File: src/rtl/lfsr_pkg.sv
// Shared LFSR definitions: width, default seed, feedback taps, FSM states and
// the next-state function used by both the pattern generator and the checker.
package lfsr_pkg;

    localparam int           LFSR_W    = 32;
    localparam logic [31:0]  LFSR_SEED = 32'h0000_0001;
    // Fibonacci taps for x^32 + x^22 + x^2 + x + 1, shifting toward the MSB
    localparam logic [31:0]  LFSR_TAPS = 32'h8020_0003;

    typedef enum logic [1:0] {
        IDLE = 2'd0,
        RUN  = 2'd1,
        DONE = 2'd2
    } state_t;

    function automatic logic [LFSR_W-1:0] next_lfsr(input logic [LFSR_W-1:0] s);
        return {s[LFSR_W-2:0], ^(s & LFSR_TAPS)};
    endfunction

endpackage

File: src/rtl/lfsr_next.sv
// Combinational LFSR next-state block; a thin wrapper around next_lfsr so the
// generator and checker always share one polynomial.
module lfsr_next
    import lfsr_pkg::*;
#(
    parameter int WIDTH = LFSR_W
) (
    input  logic [WIDTH-1:0] cur_i,
    output logic [WIDTH-1:0] nxt_o
);

    assign nxt_o = next_lfsr(cur_i);

endmodule

File: src/rtl/lfsr_pattern_gen.sv
// Seeded LFSR word-stream source with burst/continuous modes and valid/ready output.
// Optional single-word bit-0 corruption when LFSR_PATTERN_GEN_ERR_INJECT_EN is defined.
module lfsr_pattern_gen
    import lfsr_pkg::*;
#(
    parameter int               WIDTH        = LFSR_W,
    parameter int               CNT_W        = 32,
    parameter logic [WIDTH-1:0] DEFAULT_SEED = LFSR_SEED
) (
    input  logic             clk,
    input  logic             reset,
    input  logic             seed_load,
    input  logic [WIDTH-1:0] seed,
    input  logic [CNT_W-1:0] burst_len,
    input  logic             start,
    input  logic             stop,
`ifdef LFSR_PATTERN_GEN_ERR_INJECT_EN
    input  logic             inject_err,
`endif
    output logic [WIDTH-1:0] dout,
    output logic             dout_valid,
    input  logic             dout_ready,
    output logic             busy,
    output logic             done,
    output logic [CNT_W-1:0] word_count
);

    state_t           state_q;
    logic [WIDTH-1:0] lfsr_q;
    logic [WIDTH-1:0] dout_q;
    logic             vld_q;
    logic             done_q;
    logic [CNT_W-1:0] cnt_q;
    logic [CNT_W-1:0] len_q;

    logic [WIDTH-1:0] dout_nxt_d;
    logic [WIDTH-1:0] seed_d;
    logic [WIDTH-1:0] start_word_d;
    logic             xfer_d;
    logic             last_word_d;

    function automatic logic [CNT_W-1:0] sat_inc(input logic [CNT_W-1:0] c);
        return (&c) ? c : c + CNT_W'(1);
    endfunction

    lfsr_next #(.WIDTH(WIDTH)) u_next (
        .cur_i (dout_q),
        .nxt_o (dout_nxt_d)
    );

    // A zero seed would lock the LFSR up, so it is replaced by the default.
    assign seed_d       = (seed == '0) ? DEFAULT_SEED : seed;
    assign start_word_d = seed_load ? seed_d : lfsr_q;
    assign xfer_d       = vld_q & dout_ready;
    assign last_word_d  = (len_q != '0) && (cnt_q == len_q - CNT_W'(1));

    always_ff @(posedge clk or posedge reset) begin
        if (reset) begin
            state_q <= IDLE;
            lfsr_q  <= DEFAULT_SEED;
            dout_q  <= '0;
            vld_q   <= 1'b0;
            done_q  <= 1'b0;
            cnt_q   <= '0;
            len_q   <= '0;
        end else begin
            done_q <= 1'b0;
            case (state_q)
                IDLE, DONE: begin
                    if (start) begin
                        state_q <= RUN;
                        len_q   <= burst_len;
                        cnt_q   <= '0;
                        dout_q  <= start_word_d;
                        lfsr_q  <= start_word_d;
                        vld_q   <= 1'b1;
                    end else begin
                        state_q <= IDLE;
                        if (seed_load) lfsr_q <= seed_d;
                    end
                end
                RUN: begin
                    // stop wins over a same-cycle transfer; lfsr_q keeps the unsent word
                    if (stop) begin
                        state_q <= IDLE;
                        vld_q   <= 1'b0;
                    end else if (xfer_d) begin
                        dout_q <= dout_nxt_d;
                        lfsr_q <= dout_nxt_d;
                        cnt_q  <= sat_inc(cnt_q);
                        if (last_word_d) begin
                            state_q <= DONE;
                            vld_q   <= 1'b0;
                            done_q  <= 1'b1;
                        end
                    end
                end
                default: state_q <= IDLE;
            endcase
        end
    end

`ifdef LFSR_PATTERN_GEN_ERR_INJECT_EN
    logic err_arm_q;
    logic xfer_ok_d;

    assign xfer_ok_d = (state_q == RUN) && !stop && xfer_d;

    always_ff @(posedge clk or posedge reset) begin
        if (reset) err_arm_q <= 1'b0;
        else       err_arm_q <= (err_arm_q & ~xfer_ok_d) | inject_err;
    end

    assign dout = dout_q ^ {{(WIDTH-1){1'b0}}, err_arm_q & vld_q};
`else
    assign dout = dout_q;
`endif

    assign dout_valid = vld_q;
    assign busy       = (state_q == RUN);
    assign done       = done_q;
    assign word_count = cnt_q;

endmodule

File: config.mk
export PLATFORM = sky130hd
export DESIGN_NAME = lfsr_pattern_gen
export DESIGN_NICKNAME = d
export VERILOG_FILES = /design/src/rtl/lfsr_pkg.sv /design/src/rtl/lfsr_next.sv /design/src/rtl/lfsr_pattern_gen.sv
export SDC_FILE = /design/constraint.sdc
export NUM_CORES = 1
export LEC_CHECK = 0
export BUFFER_PORTS_ARGS = -buffer_cell sky130_fd_sc_hd__clkbuf_2
export CAP_MARGIN = 20
export CORE_ASPECT_RATIO = 0.8
export CORE_MARGIN = 2
export CORE_UTILIZATION = 61
export CTS_CLUSTER_DIAMETER = 200
export CTS_CLUSTER_SIZE = 24
export DETAILED_ROUTE_END_ITERATION = 10
export HOLD_SLACK_MARGIN = 0.05
export PLACE_DENSITY = 0.83
export SKIP_LAST_GASP = 1
export SLEW_MARGIN = 40
export SYNTH_ARGS = -nofsm -noshare
export SYNTH_HDL_FRONTEND = slang
export SYNTH_HIERARCHICAL = 1
export SYNTH_SLANG_ARGS = --single-unit
File: constraint.sdc
create_clock -name clk -period 7.3 [get_ports clk]
set_input_delay 0.365 -clock clk [delete_from_list [all_inputs] [get_ports clk]]
set_output_delay 0.365 -clock clk [all_outputs]
set_load 0.02 [all_outputs]
* Word level (Yosys, flattened, before mapping)
Index checks and enable logic that the tools add are counted.
Word-level totals: flip-flop bits (word level) 132, output and inout bits 67
Cells by class: $add $sub $neg 2, eq/ne operators 9, multiplexer cells 26, bitwise gates (word level) 1, reduce and logical (&&, ||, !) cells 14
Operators with widths (count):
- $mux 32 | 9
- $pmux 32 s2 | 3
- $add 32x1->32 const B | 1
- $eq 32x32->1 | 1
- $logic_not 32->1 | 1
- $reduce_and 32->1 | 1
- $reduce_bool 32->1 | 1
- $reduce_xor 32->1 | 1
- $sub 32x1->32 const B | 1
- $mux 1 | 9
- $reduce_and 4->1 | 2
- $mux 2 | 3
- $ne 2x2->1 const B | 3
- $ne 3x2->1 const B | 2
- $reduce_and 5->1 | 1
- $pmux 2 s2 | 1
- $reduce_and 2->1 | 2
- $reduce_and 3->1 | 1
- $eq 2x1->1 const B | 1
- $eq 2x2->1 const B | 1
- $logic_not 2->1 | 1
- $ne 2x1->1 const B | 1
- $pmux 1 s2 | 1
- $reduce_bool 2->1 | 1
- other kinds (3) | 3

* Longest topological paths before layout
Gate-level depths: netlist of run 1.
word-level depth 7, mapped depth 9, mapped depth without buffers 9

* Modules after synthesis
The synthesis of run 1 kept the hierarchy.
By module, submodules not included:
- lfsr_pattern_gen | instances 1, cells each 789, area each 7204.4 um2, sequential area each 3304.4 um2
- lfsr_next | instances 1, cells each 34, area each 259.0 um2, sequential area each 0.0 um2

* Worst setup path before layout of run 1
No wires, ideal clock.
kind register to register, start register len_q[3], end register vld_q, in the netlist dout_valid, setup time 0.152 ns, arrival time 2.343 ns, data required time 7.148 ns, setup slack 4.805 ns, stages on the path, launching flop included 8, clock period less this slack 2.495 ns, path through dfrtp_1 > nor4_4 > nand4_2 > or3_1 > o211a_1 > or4_1 > nor4_1 > a221oi_1
On the way: cells in the longest elaborated chain, start to end 5, elaborated cells on any way between the ends 6
RTL lines:
- start: declaration | line lfsr_pattern_gen.sv:34 | logic [CNT_W-1:0] len_q;
- start signal: assignment | line lfsr_pattern_gen.sv:72 | len_q <= burst_len;
- $sub 32x1->32 | line lfsr_pattern_gen.sv:55 | assign last_word_d = (len_q != '0) && (cnt_q == len_q - CNT_W'(1));
- $eq 32x32->1 | line lfsr_pattern_gen.sv:55
- $logic_and 1x1->1 (*) | line lfsr_pattern_gen.sv:55
- $ne 3x2->1 (no source line) (*)
- $reduce_and 4->1 (no source line) (*)
- end signal: assignment | line lfsr_pattern_gen.sv:62 | vld_q <= 1'b0;
- end signal: assignment | line lfsr_pattern_gen.sv:76 | vld_q <= 1'b1;
- end signal: assignment | line lfsr_pattern_gen.sv:86 | vld_q <= 1'b0;
- end: declaration | line lfsr_pattern_gen.sv:31 | logic vld_q;
Mark *: on every way between the ends. The rest lies on a longest branch, timed or not. A chain may end at the register's enable or synchronous reset.

* Worst setup path in the final report of run 1
Ends and elaborated chain as after synthesis.

==> run_results.csv, run 1 <==
group,metric,value,unit
synth,synth_compound_area_frac,0.111,
run_status,outcome,"finished, final reports clean",
setup_path,worstPathArrival,3440,ps
cts,h-tree-depth,4,
sta,finalSetupTns,0,ps
sta,fmaxAchievable,0.314,GHz
cts,cts_buffers,17,
routing,routed_wl,18700,um
synth,ys_ff_latch,132,
pwr,totalPowerFinal,2.73,mW
synth,synth_simple_gate_area_share,0.218,
setup_path,r2r_slack,4110,ps
setup_path,cp_cell_sequence,"nor4_4, nand4_2, or3_1, o211a_1, or4_1, nor4_1, a221oi_1",
cts,clockBufferDepth,2,
synth,async_flop_share,1.00,
floorplan,core_area,0.0121,mm^2
synth,synth_xor_area_frac,0.0775,
setup_path,critical_path.startpoint,"len_q[3]",
floorplan,initial_core_util,0.618,
sta,fin_crit_sh,0.437,
setup_path,cp_top_family,"simple AND/OR/NAND/NOR gates",
cts,clk-insertion-delay-late,410,ps
synth,syn_area_per_cell,9.07,um^2
setup_path,path_max_fanout,11,
pwr,pwr-share-clk,0.332,
floorplan,dieArea,0.0131,mm^2
cts,cts-root-buf,"clkbuf_16",
cts,cts_tree,"yes",
place,gp_congestion,0.948,
sta,clock_skew,10.9,ps
routing,drt_first_pass_iters,6,
min_path,hold_path_class,"in -> async",
floorplan,num_rows,36,
grt,grt_pass1_wl,30700,um
setup_path,reg2reg_from,"len_q[3]",
routing,m1WireLength,8700,um
routing,wl_met2,8250,um
finish,final_cells,1076,
pwr,irDropWorstVdd,0.000239,V
synth,synth_cell_types,53,
setup_path,cp-start-kind,"register",
synth,yosysSeqAreaShare,0.443,
setup_path,critical_path_required,7560,ps
synth,synth_edf_count,0,
pwr,internal-power,1.77,mW
sta,tightest_slew,891,ps
finish,drive_gt1_frac,0.233,
floorplan,die_y,103,um
grt,globalRouteTotalUtil,0.295,
cts,clock-sinks,132,
setup_path,cp_slowest_cell,"nor4_4",
finish,nNetsFinal,983,
finish,area_growth,16.1,%
floorplan,die_w,128,um
synth,synth.net_count,895,
sta,slew_violations,0,
floorplan,io_pins,137,
finish,diodes,0,
routing,wl_per_cell,17.4,um
cts,cts_setup_buffers,0,
sta,finalSetupViolCount,0,
setup_path,worstSetupPathType,"reg -> reg",
grt,grt_max_degree,73,
pwr,net-switching-power,0.966,mW
synth,synth_ff_type,"dfrtp_1",
routing,drt_iter0_drc,601,
cts,path_clk_slew,60,ps
finish,final.fill_count,955,
sta,period_minus_slack,3190,ps
routing,vias,6478,
sta,rsz0062_at_grt,"no",
setup_path,endpoint_kind,"register",
synth,syn_area,0.00746,mm^2
grt,grt_overflow,0,
pwr,power_frac_comb,0.265,
pwr,p_per_area,315,mW/mm^2
synth,netlist_instances,823,
job,maxCapViolCount,0,
routing,dr_wl_met3,1410,um
grt,antenna_found_initial,0,
pwr,leakage,3.84,nW
routing,viasPerCell,6.02,
routing,top_layer_used,"met4",
place,dp_hpwl,12900,um
place,portBuffers,136,
setup_path,slowest_delay,600,ps
sta,final_hold_viol_count,0,
setup_path,critPathBufInv,0,
pwr,seqPwrFrac,0.403,
synth,synth_top_family_by_area,"simple AND/OR/NAND/NOR gates",
synth,yosys_warnings,6,
place,dp_cells,1044,
sta,whs,11.9,ps
synth,synthAdderAreaFrac,0.00335,
grt,grt_pass1_vias,5970,
sta,maxSlewHeadroom,0.400,
pwr,swShare,0.353,
cts,ctsResizeCount,0,
routing,ant_nets,0,
synth,synth_mux_area_frac,0.0877,
cts,postCtsHoldBufs,0,
routing,drc,0,
## final timing paths
kind / endpoint / cells past startpoint
min in group clk: len_q[26] / 2
setup reg to reg: dout_valid / 7
hold / removal: dout[27] / 2
setup / recovery: dout_valid / 7
hold reg to reg: lfsr_q[2] / 2
max in group asynchronous: lfsr_q[2] / 3
## area by class of cell
class / count / area [um^2] / share of cell area
well taps: 152 / 190 / 0.0219
flip-flops and latches: 132 / 3300 / 0.381
clock inverters: 14 / 200 / 0.0231
inverters: 14 / 57.6 / 0.00664
clock buffers: 18 / 429 / 0.0495
repair buffers: 140 / 717 / 0.0827
multi-input cells: 606 / 3770 / 0.435
## cells in the mapped netlist (2+ instances only)
library cell	count	share of area
dfrtp_1	131	0.44
nand2_1	100	0.050
nor2_1	88	0.044
o21ai_0	76	0.051
xnor2_1	40	0.047
a21oi_1	37	0.025
mux2i_1	35	0.047
buf_4	32	0.032
nor4_1	31	0.026
clkbuf_1	27	0.014
mux2_2	27	0.041
xor2_1	26	0.031
nor3_1	23	0.015
nand3_1	19	0.013
nand4_1	18	0.015
inv_1	14	0.0070
buf_1	9	0.0045
nor2b_1	7	0.0059
or3_1	7	0.0059
nand2b_1	6	0.0050
a31oi_1	5	0.0042
and3_1	5	0.0042
or4_1	5	0.0050
nor4_2	4	0.0067
a2111oi_0	3	0.0035
and2_1	3	0.0025
and4_1	3	0.0035
buf_2	3	0.0020
o2111ai_1	3	0.0035
o31ai_1	3	0.0030
a211o_1	2	0.0023
a211oi_1	2	0.0020
and3b_1	2	0.0023
ha_1	2	0.0034
nand4_2	2	0.0034
nor4b_1	2	0.0023
o211a_1	2	0.0027
o21a_1	2	0.0020
o21bai_1	2	0.0020
o22ai_1	2	0.0017
## per-layer routing
metal	vias to the layer above	GRT usage
met1	3130	0.436
met3	30	0.0638
met2	274	0.444
li1	3044	-
met5	-	0
met4	0	0.0845
## state kept, by name, summed over array words and instances, names as in the netlist
register and flops:
dout_valid 1, len_q 32, lfsr_q 32, dout 32, state_q 2, word_count 32
done 1
## placed cells by master (no fill, tap or decap), types with 4 or more instances in the layout
master | Yosys | routed
a21oi_1 | 37 | 37
a31oi_1 | 5 | 4
and3_1 | 5 | 5
bufinv_16 | 0 | 4
clkbuf_16 | 0 | 17
clkbuf_2 | 0 | 135
dfrtp_1 | 131 | 131
inv_1 | 14 | 12
inv_6 | 0 | 4
mux2_2 | 27 | 27
mux2i_1 | 35 | 35
nand2_1 | 100 | 100
nand2b_1 | 6 | 6
nand3_1 | 19 | 19
nand4_1 | 18 | 18
nor2_1 | 88 | 88
nor2b_1 | 7 | 6
nor3_1 | 23 | 22
nor4_1 | 31 | 31
o21ai_0 | 76 | 76
or3_1 | 7 | 7
or4_1 | 5 | 5
xnor2_1 | 40 | 40
xor2_1 | 26 | 26
## power by group through the flow
stage,Combinational (mW),Clock [mW],Sequential [mW]
after floorplan,0.517,0,1.15
after global placement,0.693,0,1.10
after detailed placement,0.714,0,1.11
after CTS,0.721,0.921,1.10
after global routing,0.803,0.957,1.13
final,0.723,0.908,1.10
## kinds of logic (layout without fill, tap and decap cells)
family	Yosys count	in the layout
multiplexers	62	62
XOR/XNOR	66	66
flip-flops	132	132
adder cells (fa/ha/maj)	2	2
buffers and inverters	85	186
AO/OA/AOI/OAI	146	146
AND/OR/NAND/NOR	330	330
## per-stage QoR
| stage | utilization | worst slack (ps) | instance area [um^2] |
|---|---|---|---|
| 6_report | 0.718 | 4110 | 8670 |
| 5_1_grt | 0.718 | 3810 | 8670 |
| 3_3_place_gp | 0.663 | 4270 | 8000 |
| 3_5_place_dp | 0.665 | 4170 | 8020 |
| 4_1_cts | 0.717 | 4170 | 8650 |
| 2_1_floorplan | - | 3410 | 7460 |
(Power assumes the default switching activity.)
==> inputs of run 2 (changes only) <==
--- a/config.mk
+++ b/config.mk
@@ -9,12 +9,12 @@
 export CAP_MARGIN = 20
 export CORE_ASPECT_RATIO = 0.8
 export CORE_MARGIN = 2
-export CORE_UTILIZATION = 61
+export CORE_UTILIZATION = 51
 export CTS_CLUSTER_DIAMETER = 200
 export CTS_CLUSTER_SIZE = 24
 export DETAILED_ROUTE_END_ITERATION = 10
 export HOLD_SLACK_MARGIN = 0.05
-export PLACE_DENSITY = 0.83
+export PLACE_DENSITY = 0.74
 export SKIP_LAST_GASP = 1
 export SLEW_MARGIN = 40
 export SYNTH_ARGS = -nofsm -noshare
==> constraint.sdc (replaced) <==
create_clock -name clk -period 2.9 [get_ports clk]
set_input_delay 0.145 -clock clk [delete_from_list [all_inputs] [get_ports clk]]
set_output_delay 0.145 -clock clk [all_outputs]
set_load 0.02 [all_outputs]
==> run_results.csv, run 2 (same netlist as run 1, synthesis figures left out) <==
group,metric,value,unit
place,post_dp_cell_area,0.00825,mm^2
floorplan,dieArea,0.0156,mm^2
routing,viasPerCell,5.55,
routing,routed_wl,19700,um
routing,dr_wl_met3,1210,um
sta,maxSlewHeadroom,0.474,
finish,area_growth,24.5,%
place,portBuffers,136,
finish,final.fill_count,1215,
finish,diodes,0,
setup_path,cp-start-kind,"register",
floorplan,num_rows,39,
floorplan,die_y,112,um
grt,grt_pass1_vias,6114,
pwr,totalPowerFinal,7.10,mW
routing,drt_first_pass_iters,5,
pwr,p_per_area,764,mW/mm^2
cts,clockBufferDepth,2,
pwr,internal-power,4.63,mW
routing,drt_iter0_drc,510,
pwr,power_frac_comb,0.270,
floorplan,io_pins,137,
setup_path,cp_cell_sequence,"inv_1, ha_1, nor3b_4, nand4_4, nor4_4, mux2i_1, or4_1, nor4_1, a221oi_1",
cts,clk-insertion-delay-late,420,ps
finish,layout_common_cells,"clkbuf_2 (136), dfrtp_1 (131), nand2_1 (100)",
pwr,seqPwrFrac,0.389,
sta,fmaxAchievable,0.368,GHz
setup_path,worstSetupPathType,"reg -> reg",
setup_path,cp_slowest_cell,"or4_1",
setup_path,critical_path_required,3180,ps
grt,grt_max_degree,71,
sta,period_minus_slack,2710,ps
pwr,pwr-share-clk,0.341,
sta,finalSetupViolCount,0,
routing,wl_met2,8740,um
grt,globalRouteTotalUtil,0.258,
setup_path,endpoint_kind,"register",
cts,path_clk_slew,60,ps
routing,drc,0,
setup_path,worstPathArrival,2990,ps
place,gp_congestion,0.958,
finish,drive_gt1_frac,0.244,
finish,fin_area,0.00929,mm^2
grt,grt_overflow,0,
sta,whs,183,ps
routing,vias,6470,
pwr,irDropWorstVdd,0.000593,V
routing,ant_nets,0,
floorplan,core_area,0.0143,mm^2
floorplan,die_w,139,um
finish,regArea,0.00330,mm^2
place,dp_cells,1099,
setup_path,path_max_fanout,5,
finish,multi_input_area,0.00377,mm^2
pwr,leakage,4.13,nW
cts,clock-sinks,132,
setup_path,slowest_delay,570,ps
job,maxCapViolCount,0,
sta,tightest_slew,789,ps
routing,wl_per_cell,16.9,um
sta,rsz0062_at_grt,"yes",
finish,final_common_cell,"clkbuf_2",
min_path,hold_path_class,"in -> reg",
sta,fin_crit_sh,0.936,
sta,final_hold_viol_count,0,
sta,slew_violations,0,
cts,h-tree-depth,4,
setup_path,cp_top_family,"simple AND/OR/NAND/NOR gates",
pwr,swShare,0.347,
pwr,net-switching-power,2.47,mW
cts,cts_buffers,17,
sta,clock_skew,9.52,ps
cts,cts_tree,"yes",
finish,nNetsFinal,1041,
grt,antenna_found_initial,0,
place,dp_hpwl,13700,um
grt,grt_pass1_wl,32300,um
floorplan,initial_core_util,0.522,
finish,final_cells,1166,
cts,cts-root-buf,"clkbuf_16",
run_status,outcome,"finished, final reports clean",
routing,m1WireLength,9540,um
setup_path,critPathBufInv,1,
routing,top_layer_used,"met4",
==> run 2: changes by cell type in the layout (fill, tap and decap cells not counted), sizes merged <==
cell / delta
dlygate4sd3: +34
bufinv: +1
clkinvlp: +3
clkinv: -4
buf: +24
==> run 2: path summary, 6_finish.rpt <==
| kind | slack (ps) | to | cells past startpoint | startpoint |
|---|---|---|---|---|
| min in group asynchronous | 270 | word_count[7] | 3 | reset |
| max in group asynchronous | 1980 | lfsr_q[0] | 4 | reset |
| setup reg to reg | 190 | dout_valid | 9 | len_q[0] |
| setup / recovery | 190 | dout_valid | 9 | len_q[0] |
| hold / removal | 180 | dout[12] | 5 | seed[12] |
| hold reg to reg | 480 | lfsr_q[0] | 2 | lfsr_q[0] |
==> run 2: tightest hold or removal path, delay by kind of cell <==
family,cells,cell delay (ps)
AOI/OAI and AO/OA,2,180
buffers and inverters,1,100
and+or+nand+nor,1,80
muxes,1,60
==> run 2: layout make-up <==
class	count	area share
Timing Repair Buffer	198	0.137
Inverter	14	0.00606
Multi-Input combinational cell	606	0.406
Clock buffer	18	0.0473
Sequential cell	132	0.356
Tap cell	184	0.0248
Clock inverter	14	0.0240
==> run 2: routing by layer <==
| metal | track usage | up-vias |
|---|---|---|
| li1 | - | 3166 |
| met1 | 0.386 | 3096 |
| met2 | 0.377 | 196 |
| met3 | 0.0597 | 12 |
| met4 | 0.0707 | 0 |
| met5 | 0 | - |
==> run 2: what timing repair did <==
action	CTS	global route
endpoints found under the setup margin	0	4
hold buffers	34	0
gates resized for setup	0	5
buffers inserted	0	1
hold endpoints to repair	71	0
==> run 2: power by group through the flow <==
stage	sequential (mW)	combinational, mW	clock, mW
3_3_place_gp	2.76	1.82	0
2_1_floorplan	2.90	1.30	0
3_5_place_dp	2.78	1.85	0
6_report	2.76	1.92	2.42
4_1_cts	2.75	1.90	2.46
5_1_grt	2.83	2.13	2.56
==> run 2: through the flow <==
stage,worst slack (ps),util,TNS [ps]
floorplan,405,-,0
global placement,180,0.576,0
detailed placement,95.3,0.577,0
CTS,79.8,0.647,0
global route,-7.05,0.650,-13.8
finish,185,0.650,0
